### config.mk
export PLATFORM = sky130hd
export DESIGN_NAME = lane_rotator_pipe
export DESIGN_NICKNAME = d
export VERILOG_FILES = /design/src/rtl/lane_rotator_pipe.sv
export SDC_FILE = /design/constraint.sdc
export NUM_CORES = 1
export LEC_CHECK = 0
export CAP_MARGIN = 40
export CORE_UTILIZATION = 25
export CTS_CLUSTER_DIAMETER = 120
export CTS_CLUSTER_SIZE = 25
export DETAILED_ROUTE_END_ITERATION = 8
export GPL_ROUTABILITY_DRIVEN = 0
export PLACE_DENSITY = 0.49
export SETUP_SLACK_MARGIN = 0.2
export SYNTH_ARGS = -nofsm -noshare
export SYNTH_HDL_FRONTEND = slang
export SYNTH_SLANG_ARGS = --single-unit
### constraint.sdc
create_clock -name ACLK -period 1.5 [get_ports ACLK]
set_clock_uncertainty 0.05 [all_clocks]
set_input_delay 0.15 -clock ACLK [delete_from_list [all_inputs] [get_ports ACLK]]
set_output_delay 0.15 -clock ACLK [all_outputs]
set_load 0.1 [all_outputs]
### src/rtl/lane_rotator_pipe.sv
// Pipelined lane permuter: rotates or zero-fill shifts NUM_DATA lanes by a per-beat
// offset through a log2 barrel, one register per stage, with a valid/ready handshake.
module lane_rotator_pipe #(
  parameter int DATA_WIDTH = 16,
  parameter int NUM_DATA   = 4,
  parameter int CTRL_WIDTH = $clog2(NUM_DATA)
) (
  input  logic                           ACLK,
  input  logic                           RESET,
  input  logic                           IN_VALID,
  output logic                           IN_READY,
  input  logic [DATA_WIDTH*NUM_DATA-1:0] DATA_IN,
  input  logic [CTRL_WIDTH-1:0]          CTRL_IN,
  input  logic [1:0]                     MODE_IN,
  output logic                           OUT_VALID,
  input  logic                           OUT_READY,
  output logic [DATA_WIDTH*NUM_DATA-1:0] DATA_OUT,
  output logic [NUM_DATA-1:0]            LANE_MASK
);

  localparam int BW = DATA_WIDTH * NUM_DATA;
  localparam logic [1:0] MODE_ROR = 2'b00;
  localparam logic [1:0] MODE_ROL = 2'b01;
  localparam logic [1:0] MODE_SHR = 2'b10;

  logic                  advance;

  logic                  valid_q [CTRL_WIDTH];
  logic                  valid_d [CTRL_WIDTH];
  logic [BW-1:0]         data_q  [CTRL_WIDTH];
  logic [BW-1:0]         data_d  [CTRL_WIDTH];
  logic [NUM_DATA-1:0]   mask_q  [CTRL_WIDTH];
  logic [NUM_DATA-1:0]   mask_d  [CTRL_WIDTH];
  logic [CTRL_WIDTH-1:0] ctrl_q  [CTRL_WIDTH];
  logic [CTRL_WIDTH-1:0] ctrl_d  [CTRL_WIDTH];
  logic [1:0]            mode_q  [CTRL_WIDTH];
  logic [1:0]            mode_d  [CTRL_WIDTH];

  // Stage inputs: stage 0 takes the port, stage k takes stage k-1's register.
  logic                  stg_valid [CTRL_WIDTH];
  logic [BW-1:0]         stg_data  [CTRL_WIDTH];
  logic [NUM_DATA-1:0]   stg_mask  [CTRL_WIDTH];
  logic [CTRL_WIDTH-1:0] stg_ctrl  [CTRL_WIDTH];
  logic [1:0]            stg_mode  [CTRL_WIDTH];

  assign advance   = !valid_q[CTRL_WIDTH-1] || OUT_READY;
  assign IN_READY  = advance;
  assign OUT_VALID = valid_q[CTRL_WIDTH-1];
  assign DATA_OUT  = data_q[CTRL_WIDTH-1];
  assign LANE_MASK = mask_q[CTRL_WIDTH-1];

  always_comb begin
    stg_valid[0] = IN_VALID;
    stg_data[0]  = DATA_IN;
    stg_mask[0]  = '1;
    stg_ctrl[0]  = CTRL_IN;
    stg_mode[0]  = MODE_IN;
    for (int unsigned k = 1; k < CTRL_WIDTH; k++) begin
      stg_valid[k] = valid_q[k-1];
      stg_data[k]  = data_q[k-1];
      stg_mask[k]  = mask_q[k-1];
      stg_ctrl[k]  = ctrl_q[k-1];
      stg_mode[k]  = mode_q[k-1];
    end
  end

  always_comb begin
    int unsigned sh;
    int unsigned src;
    logic        keep;
    sh   = 0;
    src  = 0;
    keep = 1'b0;
    for (int unsigned k = 0; k < CTRL_WIDTH; k++) begin
      valid_d[k] = valid_q[k];
      data_d[k]  = data_q[k];
      mask_d[k]  = mask_q[k];
      ctrl_d[k]  = ctrl_q[k];
      mode_d[k]  = mode_q[k];
      if (advance) begin
        valid_d[k] = stg_valid[k];
        ctrl_d[k]  = stg_ctrl[k];
        mode_d[k]  = stg_mode[k];
        data_d[k]  = '0;
        mask_d[k]  = '0;
        sh = stg_ctrl[k][k] ? (32'd1 << k) : 32'd0;
        for (int unsigned i = 0; i < NUM_DATA; i++) begin
          // Right-moving modes read upward lanes, left-moving ones downward; src is
          // always reduced mod NUM_DATA and the shift modes gate it with keep.
          if (stg_mode[k] == MODE_ROR || stg_mode[k] == MODE_SHR) begin
            src  = (i + sh) % NUM_DATA;
            keep = (stg_mode[k] == MODE_ROR) || ((i + sh) < NUM_DATA);
          end else begin
            src  = (i + NUM_DATA - sh) % NUM_DATA;
            keep = (stg_mode[k] == MODE_ROL) || (i >= sh);
          end
          if (keep) begin
            data_d[k][i*DATA_WIDTH +: DATA_WIDTH] = stg_data[k][src*DATA_WIDTH +: DATA_WIDTH];
            mask_d[k][i] = stg_mask[k][src];
          end
        end
      end
    end
  end

  always_ff @(posedge ACLK) begin
    if (RESET) begin
      for (int unsigned k = 0; k < CTRL_WIDTH; k++) begin
        valid_q[k] <= 1'b0;
        data_q[k]  <= '0;
        mask_q[k]  <= '0;
        ctrl_q[k]  <= '0;
        mode_q[k]  <= '0;
      end
    end else begin
      for (int unsigned k = 0; k < CTRL_WIDTH; k++) begin
        valid_q[k] <= valid_d[k];
        data_q[k]  <= data_d[k];
        mask_q[k]  <= mask_d[k];
        ctrl_q[k]  <= ctrl_d[k];
        mode_q[k]  <= mode_d[k];
      end
    end
  end

endmodule

# [Word-level counts from Yosys, hierarchy flattened]
# Memory sizes are Yosys's and may differ from the RTL's.
# Index checks and enable logic that the tools add are counted.
[totals] regBits=0 latchBits=0 ram_bits=146 romBits=0 input_bits=72 out_inout_bits=70 elab_cells=178 memories=5
[op_classes] add_sub_neg=14 n_mul=0 n_div=0 magnitude_cmp=24 eq_ne=5 n_shift=8 n_mux=89 n_bitwise=10 reduce_logical=23
[memory_table] memory="data_q" words=2 width=64 rd=2 rd_ports_with_merged_regs=0 wr=2 line="30" source="logic [BW-1:0] data_q [CTRL_WIDTH];"
[memory_table] memory="mask_q" words=2 width=4 rd=2 rd_ports_with_merged_regs=0 wr=2 line="32" source="logic [NUM_DATA-1:0] mask_q [CTRL_WIDTH];"
[memory_table] memory="ctrl_q" words=2 width=2 rd=1 rd_ports_with_merged_regs=0 wr=2 line="34" source="logic [CTRL_WIDTH-1:0] ctrl_q [CTRL_WIDTH];"
[memory_table] memory="mode_q" words=2 width=2 rd=1 rd_ports_with_merged_regs=0 wr=2 line="36" source="logic [1:0] mode_q [CTRL_WIDTH];"
[memory_table] memory="valid_q" words=2 width=1 rd=2 rd_ports_with_merged_regs=0 wr=2 line="28" source="logic valid_q [CTRL_WIDTH];"
[op_table] operator="indexed part select 64 x 33 -> 16 bit" n=8
[op_table] operator="less-than comparator 32 x 3 -> 1 bit (second input constant)" n=8
[op_table] operator="two-way mux 32 bit" n=8
[op_table] operator="two-way mux 64 bit" n=4
[op_table] operator="two-way mux 16 bit" n=8
[op_table] operator="two-way mux 1 bit" n=40
[op_table] operator="two-way mux 2 bit" n=17
[op_table] operator="logical OR 1 bit" n=19
[op_table] operator="binary-select mux 1 bit (select 2 bit)" n=8
[op_table] operator="two-way mux 4 bit" n=4
[op_table] operator="less-than comparator 3 bit (second input constant)" n=5
[op_table] operator="OR 1 bit" n=10
[op_table] operator="adder 2 x 1 -> 3 bit (first input constant)" n=2
[op_table] operator="adder 2 x 2 -> 3 bit (first input constant)" n=2
[op_table] operator="less-than comparator 2 x 3 -> 1 bit (second input constant)" n=2
[op_table] operator="== test 2 x 1 -> 1 bit (second input constant)" n=2
[op_table] operator="== test 2 bit (second input constant)" n=2
[op_table] operator=">= comparator 1 x 2 -> 1 bit (first input constant)" n=2
[op_table] operator=">= comparator 2 x 1 -> 1 bit (first input constant)" n=2
[op_table] operator=">= comparator 2 bit (first input constant)" n=2
[op_table] operator="zero test 2 bit" n=2
[op_table] operator="subtractor 1 x 1 -> 2 bit (first input constant)" n=2
[op_table] operator="subtractor 1 x 2 -> 2 bit (first input constant)" n=2
[op_table] operator="subtractor 2 x 1 -> 2 bit (first input constant)" n=2
[op_table] operator="other kinds (8)" n=10

# [Longest topological paths before layout]
# An unclocked memory read counts as a cell.
[logic_depth] ltp_word=10 mapped_depth=7 depth_no_buf=4

# [Worst setup path after synthesis]
# OpenSTA, ideal clock, no wires.
[synth_path] path_kind="reg2reg" from="mem valid_q[1][0], in the netlist valid_q[0][1]" to="mem ctrl_q[0][1] in the netlist's numbering (enable)" setup_ns=0.248 arrival_time_ns=2.190 t_required_ns=1.202 path_slack_ns=-0.988 path_stages_with_launch=8 n_path_buf=3 period_less_slack_ns=2.488 path_cell_list="dfxtp_1 > nor2b_2 > buf_6 > inv_2 > nor2_4 > buf_4 > buf_4 > inv_1"
[synth_rtl] item="from (decl)" line="28"
[synth_rtl] item="to (decl)" line="34"

==> flow_summary.toml <==
[setup_path]
slowest_delay_ns = 0.34
crit_fanout = 3
r2r_start = "valid_q[0][1]"
cp_cell_sequence = "nor2b_4, buf_12, inv_16, buf_8, buf_12"
cp-start-kind = "flop"
critPathCaptureType = "output port"
rr_worst_depth = 9
path_class = "reg2out"
crit_family = "buffers and inverters"
cp_slowest_cell = "dfxtp_4"
cpMostUsedCell = "buf_12"
critPathRequiredTime_ns = 1.30
timing.rr.end = "data_q[0][108]"
ff2ff_setup_slack_ns = -0.03
crit_buf_inv = 4
crit_arrival_ns = 1.34

[yosys]
synthArstFlopShare_pct = 0
yosys_most_used_dff = "dfxtp_1"
synth_cells = 682
ys_warn_count = 0
synth-simple-area-share_pct = 4.74
synth-xor-area-share_pct = 0
synth_top_family_by_area = "compound AO/OA/AOI/OAI gates"
avgSynthCellArea_um2 = 10.1
synth_top_area_cell = "dfxtp_1"
synth_fa_ha_area_share_pct = 0
ys_seq_area_share_pct = 40.9
synthTopCellsByArea = "dfxtp_1 (40%), mux2i_1 (19%), o2bb2ai_1 (8.6%)"
synth_nets = 754
synthesis.area_um2 = 6920
synth.distinct_cells = 22
synth.top_cell.area_share_pct = 39.6
synth-edff-count = 3
post-synth-top-count-cell = "dfxtp_1"
synth_mux_area_share_pct = 18.8
synthTopCellsByCount = "dfxtp_1 (137), mux2i_1 (130), buf_4 (76)"
synth_compound_area_share_pct = 22.7
ys_ff_latch = 140

[global_routing]
grt_use_met1_pct = 18.1
use_met3_pct = 3.43
antenna_found_initial = 0
grt_pass1_wl_um = 29700
grt.busiest_layer = "met2"
grt_max_degree = 58
grt_usage_pct = 14.0
grt_overflow_total = 0
grt_pass1_vias = 5109
use_met2_pct = 23.1

[drt]
via_count = 5317
drt_iter0_drc = 237
wl_per_cell_um = 18.6
ant_nets = 0
drt_wl_total_um = 20700
via_per_inst = 4.76
drtPass1Iterations = 6
drcViolationCount = 0

[clocking]
cts.sinks = 140
htree_levels = 4
clock_latency_ns = 0.42
cts_tree = "done"
clk_path_buf_depth = 2
cts_made_buffers = 17
clk_pin_slew_worst_paths_ns = 0.06
cts_root_buf = "clkbuf_16"

[final_layout]
fin_area_um2 = 10200
layout.nets = 835
diodes = 0
drive_gt1_share_pct = 25.1
layout.cells.non_filler = 1117
area_growth_pct = 47.7

[sta]
hold_viol = 0
period_minus_slack_ns = 1.54
holdWs_ns = 0.133
rsz0062_at_grt = "true"
max_freq_mhz = 649
layout_worst_path_cycle_share_pct = 103
slew_viol_final = 0
setup_slack_ns = -0.0400
maxSlewHeadroom_pct = 76.8
setup-violations-final = 25
worstMarginPinSlew_ns = 0.338
tns_ns = -0.347

[min_path]
min_from = "MODE_IN[0]"
hold_depth = 3
holdPathEnd = "mode_q[0][0]"
min_path_type = "in2reg"

[placed_design]
place_area_um2 = 9130
dpl.hpwl_um = 14300
portBuffers = 141
place_inst = 1073

[outcome]
status = "finished, violations left"
violations = "negative setup slack"

[power]
power_density_nw_per_um2 = 1130
peakVddDrop_mv = 0.740
p_leak_nw = 4.05

[floorplanning]
coreArea_um2 = 27000
initial_core_util_pct = 25.6
boundaryPins = 142
die_x_um = 168
die_area_um2 = 28300
num_rows = 60
die_y_um = 168

[flow_run]
cap_violations = 0
==> placed cells by master, fill, tap and decap left out <==
cell type and instances:
nor2_1 69, inv_2 1, bufinv_16 1, inv_16 1, buf_12 92, nor2_2 1
nand3_4 1, o2bb2ai_4 7, nand2_1 3, o2bb2ai_2 24, dfxtp_1 132, nor2b_4 1
mux2i_1 130, nor2b_1 3, a22o_1 64, inv_4 2, dfxtp_2 4, edfxtp_1 3
clkinvlp_4 4, buf_4 14, o2bb2ai_1 37, buf_6 4, inv_6 3, a21o_1 2
clkbuf_16 22, buf_8 2, dfxtp_4 1, a311oi_4 2, nor2_4 1, o211ai_4 1
nand3_1 1, clkinv_4 5, clkdlybuf4s50_1 69, clkbuf_8 1, a21oi_1 67, inv_1 1
==> cell families after synthesis <==
logic type,Yosys count
muxes,130
DFF,140
AOI/OAI and AO/OA,204
and+or+nand+nor,80
buffers and inverters,128
==> routing by layer <==
layer	routed length [µm]	part of all wire (%)
met5	0	0
met4	140	0.68
met3	965	4.7
met2	9870	48
met1	9760	47
==> worst reg2reg max path, delay by kind of cell, from the launching register on <==
kind / cells / cell delay [ns]
simple gates: 1 / 0.15
flops: 1 / 0.34
buf+inv: 6 / 0.74
compound gates: 2 / 0.15
==> layout make-up <==
| cell class | instances | area [µm²] |
|---|---|---|
| multi-input cells | 414 | 3510 |
| fillers | 2613 | 16800 |
| repair buffers | 186 | 2840 |
| clock buffers | 18 | 439 |
| clock inverters | 14 | 136 |
| flip-flops and latches | 140 | 2840 |
| inverters | 4 | 33.8 |
| well taps | 341 | 427 |
==> report_power, final <==
part / internal (W) / total [W] / switching, W / leakage, nW
logic: 0.00129 / 0.00309 / 0.00180 / 2.61
clock network: 0.00235 / 0.00410 / 0.00175 / 0.270
registers: 0.00404 / 0.00435 / 0.000313 / 1.17
total: 0.00768 / 0.0115 / 0.00386 / 4.05
==> worst max-delay path by stage <==
stage / start / endpoint / slack [ns] / depth (start not counted)
5_1_grt: valid_q[0][1] / IN_READY / -0.08 / 5
6_report: valid_q[0][1] / IN_READY / -0.04 / 5
4_1_cts: valid_q[0][1] / IN_READY / -0.06 / 5
2_1_floorplan: valid_q[0][1] / ctrl_q[0][1] / -0.23 / 7
3_5_place_dp: OUT_READY / data_q[0][25] / -0.19 / 8
3_3_place_gp: OUT_READY / data_q[0][28] / -0.19 / 8
==> metrics by stage <==
step / total power [W] / util, % / setup slack, ns
5_1_grt: 0.0120 / 37.8 / -0.0842
3_5_place_dp: 0.00734 / 33.8 / -0.191
6_report: 0.0115 / 37.8 / -0.0400
4_1_cts: 0.0115 / 36.1 / -0.0641
3_3_place_gp: 0.00733 / 33.8 / -0.186
2_1_floorplan: 0.00628 / - / -0.226
==> sequential cells by signal, indices dropped and copies added (netlist names) <==
| register | flops |
|---|---|
| data_q | 128 |
| mode_q | 2 |
| mask_q | 7 |
| valid_q | 2 |
| ctrl_q | 1 |
==> what timing repair did <==
item / 4_1_cts / 5_1_grt
gates resized for setup: 6 / 43
hold buffers: 0 / 0
buffers inserted: 3 / 2
pin swaps: 1 / 26
cloned: 0 / 7
setup endpoints to repair: 140 / 139
No activity file was read; power rests on OpenSTA's default activity.
